### src/rtl/text_writer.sv
// Writer side of the 80x25 text-mode screen RAM: consumes a character stream,
// keeps a cursor, handles CR/LF/BS/FF and clears the screen or a row when needed.
module text_writer #(
  parameter int         COLS       = 80,
  parameter int         ROWS       = 25,
  parameter logic [7:0] CLEAR_CHAR = 8'h20
) (
  input  logic        clk,
  input  logic        rst,
  input  logic [7:0]  char_i,
  input  logic        char_valid_i,
  output logic        char_ready_o,
  output logic [11:0] ram_addr_o,
  output logic [7:0]  ram_data_o,
  output logic        ram_wren_o,
  output logic [6:0]  cursor_x_o,
  output logic [4:0]  cursor_y_o
);

  localparam logic [6:0] LAST_COL = 7'(COLS - 1);
  localparam logic [4:0] LAST_ROW = 5'(ROWS - 1);

  localparam logic [7:0] CODE_BS = 8'h08;
  localparam logic [7:0] CODE_LF = 8'h0A;
  localparam logic [7:0] CODE_FF = 8'h0C;
  localparam logic [7:0] CODE_CR = 8'h0D;

  typedef enum logic [1:0] {
    CLEAR_ALL,
    CLEAR_ROW,
    IDLE
  } state_t;

  state_t     state;
  logic [6:0] clr_col;
  logic [4:0] clr_row;
  logic [4:0] next_row;
  logic       handshake;

  assign next_row  = (cursor_y_o == LAST_ROW) ? 5'd0 : cursor_y_o + 5'd1;
  assign handshake = char_valid_i & char_ready_o;

  function automatic logic is_printable(input logic [7:0] c);
    return ((c >= 8'h20) && (c <= 8'h7E)) || (c >= 8'h80);
  endfunction

  // Ready is only ever raised by IDLE itself, so it first appears one cycle
  // after the final clear write; LF and FF issue their first clear write in the
  // handshake cycle so the clear starts without a bubble.
  always_ff @(posedge clk) begin
    if (rst) begin
      state        <= CLEAR_ALL;
      clr_col      <= 7'd0;
      clr_row      <= 5'd0;
      cursor_x_o   <= 7'd0;
      cursor_y_o   <= 5'd0;
      char_ready_o <= 1'b0;
      ram_wren_o   <= 1'b0;
      ram_addr_o   <= 12'd0;
      ram_data_o   <= 8'd0;
    end else begin
      ram_wren_o   <= 1'b0;
      char_ready_o <= 1'b0;
      case (state)
        CLEAR_ALL: begin
          ram_wren_o <= 1'b1;
          ram_addr_o <= {clr_row, clr_col};
          ram_data_o <= CLEAR_CHAR;
          if (clr_col == LAST_COL) begin
            clr_col <= 7'd0;
            if (clr_row == LAST_ROW) begin
              clr_row <= 5'd0;
              state   <= IDLE;
            end else begin
              clr_row <= clr_row + 5'd1;
            end
          end else begin
            clr_col <= clr_col + 7'd1;
          end
        end

        CLEAR_ROW: begin
          ram_wren_o <= 1'b1;
          ram_addr_o <= {cursor_y_o, clr_col};
          ram_data_o <= CLEAR_CHAR;
          if (clr_col == LAST_COL) begin
            clr_col <= 7'd0;
            state   <= IDLE;
          end else begin
            clr_col <= clr_col + 7'd1;
          end
        end

        IDLE: begin
          char_ready_o <= 1'b1;
          if (handshake) begin
            if (is_printable(char_i)) begin
              ram_wren_o <= 1'b1;
              ram_addr_o <= {cursor_y_o, cursor_x_o};
              ram_data_o <= char_i;
              if (cursor_x_o == LAST_COL) begin
                cursor_x_o   <= 7'd0;
                cursor_y_o   <= next_row;
                clr_col      <= 7'd0;
                char_ready_o <= 1'b0;
                state        <= CLEAR_ROW;
              end else begin
                cursor_x_o <= cursor_x_o + 7'd1;
              end
            end else begin
              case (char_i)
                CODE_CR: cursor_x_o <= 7'd0;
                CODE_LF: begin
                  cursor_x_o   <= 7'd0;
                  cursor_y_o   <= next_row;
                  ram_wren_o   <= 1'b1;
                  ram_addr_o   <= {next_row, 7'd0};
                  ram_data_o   <= CLEAR_CHAR;
                  clr_col      <= 7'd1;
                  char_ready_o <= 1'b0;
                  state        <= CLEAR_ROW;
                end
                CODE_BS: begin
                  if (cursor_x_o != 7'd0) begin
                    cursor_x_o <= cursor_x_o - 7'd1;
                    ram_wren_o <= 1'b1;
                    ram_addr_o <= {cursor_y_o, cursor_x_o - 7'd1};
                    ram_data_o <= CLEAR_CHAR;
                  end
                end
                CODE_FF: begin
                  cursor_x_o   <= 7'd0;
                  cursor_y_o   <= 5'd0;
                  ram_wren_o   <= 1'b1;
                  ram_addr_o   <= 12'd0;
                  ram_data_o   <= CLEAR_CHAR;
                  clr_col      <= 7'd1;
                  clr_row      <= 5'd0;
                  char_ready_o <= 1'b0;
                  state        <= CLEAR_ALL;
                end
                default: ;
              endcase
            end
          end
        end

        default: state <= CLEAR_ALL;
      endcase
    end
  end

endmodule

### config.mk
export PLATFORM = sky130hd
export DESIGN_NAME = text_writer
export DESIGN_NICKNAME = d
export VERILOG_FILES = /design/src/rtl/text_writer.sv
export SDC_FILE = /design/constraint.sdc
export NUM_CORES = 1
export LEC_CHECK = 0
export CAP_MARGIN = 15
export CELL_PAD_IN_SITES_DETAIL_PLACEMENT = 1
export CELL_PAD_IN_SITES_GLOBAL_PLACEMENT = 1
export CORE_ASPECT_RATIO = 2
export CORE_MARGIN = 10
export CORE_UTILIZATION = 44
export DETAILED_ROUTE_END_ITERATION = 6
export GPL_ROUTABILITY_DRIVEN = 0
export PLACE_DENSITY_LB_ADDON = 0.1
export SETUP_SLACK_MARGIN = 0.05
export SYNTH_ARGS = -nofsm -noshare
export SYNTH_HDL_FRONTEND = slang
export SYNTH_SLANG_ARGS = --single-unit
### constraint.sdc
create_clock -name clk -period 6.05 [get_ports clk]
set_input_delay 1.21 -clock clk [delete_from_list [all_inputs] [get_ports clk]]
set_output_delay 1.21 -clock clk [all_outputs]
set_load 0.03 [all_outputs]
; ---- After elaboration in Yosys (flattened, before gate mapping)
; Cells that the tools add are included.
[word_totals]
output_inout_bits = 34
regBits = 48
elab_cells = 110
[op_classes]
n_eq_ne = 24
n_bitwise = 2
mux = 47
n_addsub = 5
n_lt_le_gt_ge = 3
reduce_logical = 20
[ops]
columns = operator, n
row1 = case mux 12 bit (3 select lines), 2
row2 = 2-to-1 mux 7 bit, 8
row3 = 2-to-1 mux 5 bit, 8
row4 = 2-to-1 mux 12 bit, 3
row5 = "== test 8 x 4 -> 1 bit, second input constant", 4
row6 = case mux 8 bit (2 select lines), 2
row7 = case mux 7 bit (2 select lines), 2
row8 = 2-to-1 mux 8 bit, 3
row9 = case mux 5 bit (2 select lines), 2
row10 = AND reduction 4 bit, 5
row11 = "adder 7 x 1 -> 7 bit, second input constant", 2
row12 = "== test 7 bit, second input constant", 2
row13 = 2-to-1 mux 2 bit, 6
row14 = "adder 5 x 1 -> 5 bit, second input constant", 2
row15 = "== test 5 bit, second input constant", 2
row16 = "!= test 2 bit, second input constant", 5
row17 = "!= test 3 bit, second input constant", 3
row18 = nonzero test 3 bit, 3
row19 = "greater-or-equal comparator 8 x 6 -> 1 bit, second input constant", 1
row20 = "greater-or-equal comparator 8 bit, second input constant", 1
row21 = "<= comparator 8 x 7 -> 1 bit, second input constant", 1
row22 = "!= test 4 bit, second input constant", 2
row23 = 2-to-1 mux 1 bit, 7
row24 = nonzero test 7 bit, 1
row25 = other kinds (19), 24

; ---- Depth between registers and ports, before layout
[logic_depth]
depth_word = 6
depth_mapped = 8
mapped_depth_nobuf = 7

; ---- Worst setup path before layout
; No wires, ideal clock.
[synth_path]
kind = in2reg
startpoint = input char_i[7]
endpoint = register state[0]
setup_slack_ns = 3.067
setup_time_ns = 0.070
cell_stages = 6
t_required_ns = 5.980
arrival_time_ns = 2.913
path_cell_list = or3_1 > buf_6 > o41a_1 > o31a_4 > or4_1 > a21oi_1
[synth_between]
elab_chain_len = 6
word_cells_on_any_way = 14
classes_between = 3 x order compare / 4 x eq/ne / 4 x mux / 3 x reduce/logical
[synth_rtl]
columns = element, line_no
row1 = from (decl), 10  ; input logic [7:0] char_i,
row2 = greater-or-equal comparator 8 x 6 -> 1 bit / <= comparator 8 x 7 -> 1 bit (equally long branches), 44  ; return ((c >= 8'h20) && (c <= 8'h7E)) || (c >= 8'h80);
row3 = logical AND 1 bit, 44
row4 = logical OR 1 bit, 44
row5 = 2-to-1 mux 2 bit, 97  ; if (is_printable(char_i)) begin
row6 = 2-to-1 mux 2 bit, 96  ; if (handshake) begin
row7 = case mux 2 bit (3 select lines), 64  ; case (state)
row8 = to (signal assigned), 52  ; state <= CLEAR_ALL;
row9 = to (signal assigned), 73  ; state <= IDLE;
row10 = to (signal assigned), 106  ; state <= CLEAR_ROW;
row11 = to (decl), 34  ; state_t state;
; Parallel ways exist; a longest one is shown, timed or not. The select of a mux whose other input is x is not followed.
; A chain may end at the register's enable or synchronous reset.

; ---- Worst setup path after layout
[layout_path]
startpoint = input char_i[1]
endpoint = register ram_addr_o[5]
[layout_between]
elab_chain_len = 6
word_cells_on_any_way = 15
classes_between = 3 x order compare / 5 x eq/ne / 4 x mux / 3 x reduce/logical
[layout_rtl]
columns = element, line_no
row1 = greater-or-equal comparator 8 x 6 -> 1 bit / <= comparator 8 x 7 -> 1 bit (equally long branches), 44
row2 = logical AND 1 bit, 44
row3 = logical OR 1 bit, 44
row4 = 2-to-1 mux 12 bit, 97
row5 = 2-to-1 mux 12 bit, 96
row6 = case mux 12 bit (3 select lines), 64
row7 = to (signal assigned), 67  ; ram_addr_o <= {clr_row, clr_col};
row8 = to (signal assigned), 84  ; ram_addr_o <= {cursor_y_o, clr_col};
row9 = to (signal assigned), 99  ; ram_addr_o <= {cursor_y_o, cursor_x_o};
row10 = to (decl), 13  ; output logic [11:0] ram_addr_o,
; Parallel ways exist; a longest one is shown, timed or not. The select of a mux whose other input is x is not followed.

==> impl_metrics.py <==
metrics = {
    "status": {
        "status": "complete, no violations",
    },
    "power_and_ir_drop": {
        "peakVddDrop_uv": 134.8,
        "p_leak_uw": 0.001288,
        "pwr_density_cell_nw_per_um2": 258.7,
    },
    "worst_setup_path": {
        "path_delay_family": "simple AND/OR/NAND/NOR gates",
        "end_kind": "flop",
        "cp_data_arrival_time_ns": 4.08,
        "cpMaxStageDelayCell": "clkdlybuf4s50_1",
        "critical_path_required_ns": 6.24,
        "path_max_fanout": 14,
        "crit_type": "in -> reg",
        "path_cells": "clkdlybuf4s50_1 > nand4_1 > o21ai_2 > and3_1 > nor2_1 > a311oi_1",
        "cp-start-kind": "input port",
        "cp_slowest_stage_delay_ns": 0.81,
        "crit_buf_inv": 1,
    },
    "clocking": {
        "cts_tree": "yes",
        "cts_root_buf": "clkbuf_16",
        "clk_pin_slew_ns": 0.07,
        "numClockSinks": 48,
        "clk_latency_ns": 0.30,
        "postCtsSetupBuffers": 0,
        "cts.htree.levels": 2,
        "ctsHoldBuffers": 0,
        "cts_buffers": 5,
        "clk_path_buf_depth": 2,
        "cts_resized": 0,
    },
    "logic_synthesis": {
        "ys_async_sr_fraction": 0,
        "seq_area_frac_synth": 0.2961,
        "ys_dominant_reg_cell": "dfxtp_1",
        "synthCells": 396,
        "ys.warnings.count": 0,
        "synth_area_per_cell_um2": 8.196,
        "syn_area_um2": 3246,
        "yosys.area.top_type_share": 0.2961,
        "synth_nets": 420,
        "synth_seq_cells": 48,
        "synth-edff-count": 0,
        "yosysTopAreaCell": "dfxtp_1",
        "yosys-top-cells-area": "dfxtp_1 (30%), a21oi_1 (5.9%), ha_1 (5.0%), o21ai_0 (4.0%), nand2_1 (2.8%)",
        "yosysUniqueCellTypes": 74,
    },
    "sta": {
        "worstMarginPinSlew_ns": 1.057,
        "hold_violations": 0,
        "fin_crit_sh": 0.6439,
        "finalSetupViolations": 0,
        "slew_headroom": 0.2932,
        "rsz0062_at_grt": "no",
        "fin_skew_ns": 0.005470,
        "finalSetupTns_ns": 0,
        "maxSlewViolCount": 0,
        "min_period_ns": 3.896,
        "fmax_ghz": 0.2567,
    },
    "die": {
        "num_rows": 44,
        "io_pins": 45,
        "start_util": 0.4500,
        "die_x_um": 80.73,
        "die_area_um2": 11420,
        "die_y_um": 141.5,
        "core_area_um2": 7212,
    },
    "final_layout": {
        "fin_util": 0.5288,
        "drive_gt1_frac": 0.07092,
        "nFillCells": 880,
        "stdcell_count": 515,
        "layout_commonest_cell": "dfxtp_1",
        "nets": 446,
        "area_growth_pct": 17.50,
        "diodes": 0,
        "design_area_um2": 3814,
        "final_cell_mix": "dfxtp_1 (48), clkdlybuf4s50_1 (44), a21oi_1 (38), o21ai_0 (26), nand2_1 (24)",
    },
    "place": {
        "place_hpwl_mm": 8.284,
        "place_inst": 507,
        "dpl_cell_area_um2": 3661,
        "port_buffers": 44,
    },
    "grt": {
        "grt_max_degree": 30,
        "grtUsageTotal": 0.1964,
        "gr-total-overflow": 0,
        "grt_pass1_vias": 3514,
        "antenna_found_initial": 0,
        "grt_pass1_wl_mm": 17.98,
    },
    "detailed_routing": {
        "drt-pass1-iter-count": 4,
        "drtIter0Drc": 172,
        "wl_mm": 11.02,
        "dr_total_vias": 3347,
        "post_drt_wl_per_cell_um": 21.40,
        "via_per_inst": 6.499,
        "ant_nets": 0,
        "drc": 0,
    },
    "run": {
        "drv_cap": 0,
    },
    "worst_hold_path": {
        "hp-class": "reg -> reg",
    },
}
Yosys cell counts (all sizes together), types with 3 or more instances:
cell type and instances:
inv 18, o21ai 27, nor2b 6, o2111ai 4
and3 6, a311oi 9, a32o 3, a22o 3
and2 3, o32ai 4, or4 4, a22oi 4
or3 3, xnor2 3, nor4 4, a221o 4
dfxtp 48, nor3b 4, nor3 8, o211ai 12
o41ai 3, a221oi 7, a21oi 38, nand4 14
ha 13, nand3b 3, a32oi 3, a41oi 3
nand2 24, nand3 17, a211oi 11, buf 4
clkbuf 23, nor2 20
per-layer routing:
metal,vias to the layer above,global-route usage,wire (µm),part of all wire
li1,1598,-,-,-
met1,1648,0.2042,4120,0.37
met2,75,0.3621,6029,0.55
met3,26,0.03544,504,0.046
met4,0,0.08616,367,0.033
met5,-,0,0,0
registers in the layout, summed over array words and instances, names as in the netlist:
name          cells
char_ready_o      1
clr_col           7
clr_row           5
cursor_x_o        7
cursor_y_o        5
ram_addr_o       12
ram_data_o        8
ram_wren_o        1
state             2
worst paths after layout:
kind | end | slack (ns) | start | cells past startpoint
worst max register to register | ram_addr_o[9] | 3.04 | state[0] | 8
worst min-delay path | ram_data_o[2] | 0.49 | ram_data_o[2] | 2
worst min register to register | ram_data_o[2] | 0.49 | ram_data_o[2] | 2
worst max-delay path | ram_addr_o[5] | 2.15 | char_i[1] | 6
worst register-to-register path: stages (launching register included):
cell and delay [ns]:
dfxtp_1 0.41, inv_1 0.09, ha_1 0.38, buf_4 0.28, nor2b_1 0.16, and3_1 0.33, a221oi_2 0.64, nand2_1 0.24
o41ai_1 0.38
stage by stage:
step / setup slack, ns / total power [µW] / hold WS [ns]
after floorplan: 3.067 / 593.5 / 0.4650
after global placement: 2.136 / 691.6 / 0.4706
after detailed placement: 1.944 / 696.3 / 0.4788
after CTS: 2.227 / 993.4 / 0.4883
after global routing: 1.977 / 1041 / 0.5094
final: 2.154 / 986.4 / 0.4850
power by group:
group	switching (µW)	internal, µW	leakage, µW	total [µW]
sequential	25.8	348	0.000388	374
combinational	197	120	0.000822	317
clock	130	166	0.0000772	295
final cells by class:
class,instances,area [µm²],share of cell area
multi-input combinational,303,2062,0.5407
sequential,48,960.9,0.2520
timing repair buffer,46,455.4,0.1194
clock buffer,6,138.9,0.03642
tap,92,115.1,0.03018
inverter,18,67.56,0.01772
clock inverter,2,13.76,0.003609
logic make-up after synthesis:
group,count (synthesis),synth area share
AO/OA/AOI/OAI,156,0.3485
XOR/XNOR,4,0.01080
flip-flops,48,0.2961
AND/OR/NAND/NOR,129,0.2228
buffers and inverters,45,0.06862
multiplexers,1,0.003084
adder cells (fa/ha/maj),13,0.05012
(Power assumes the default switching activity.)
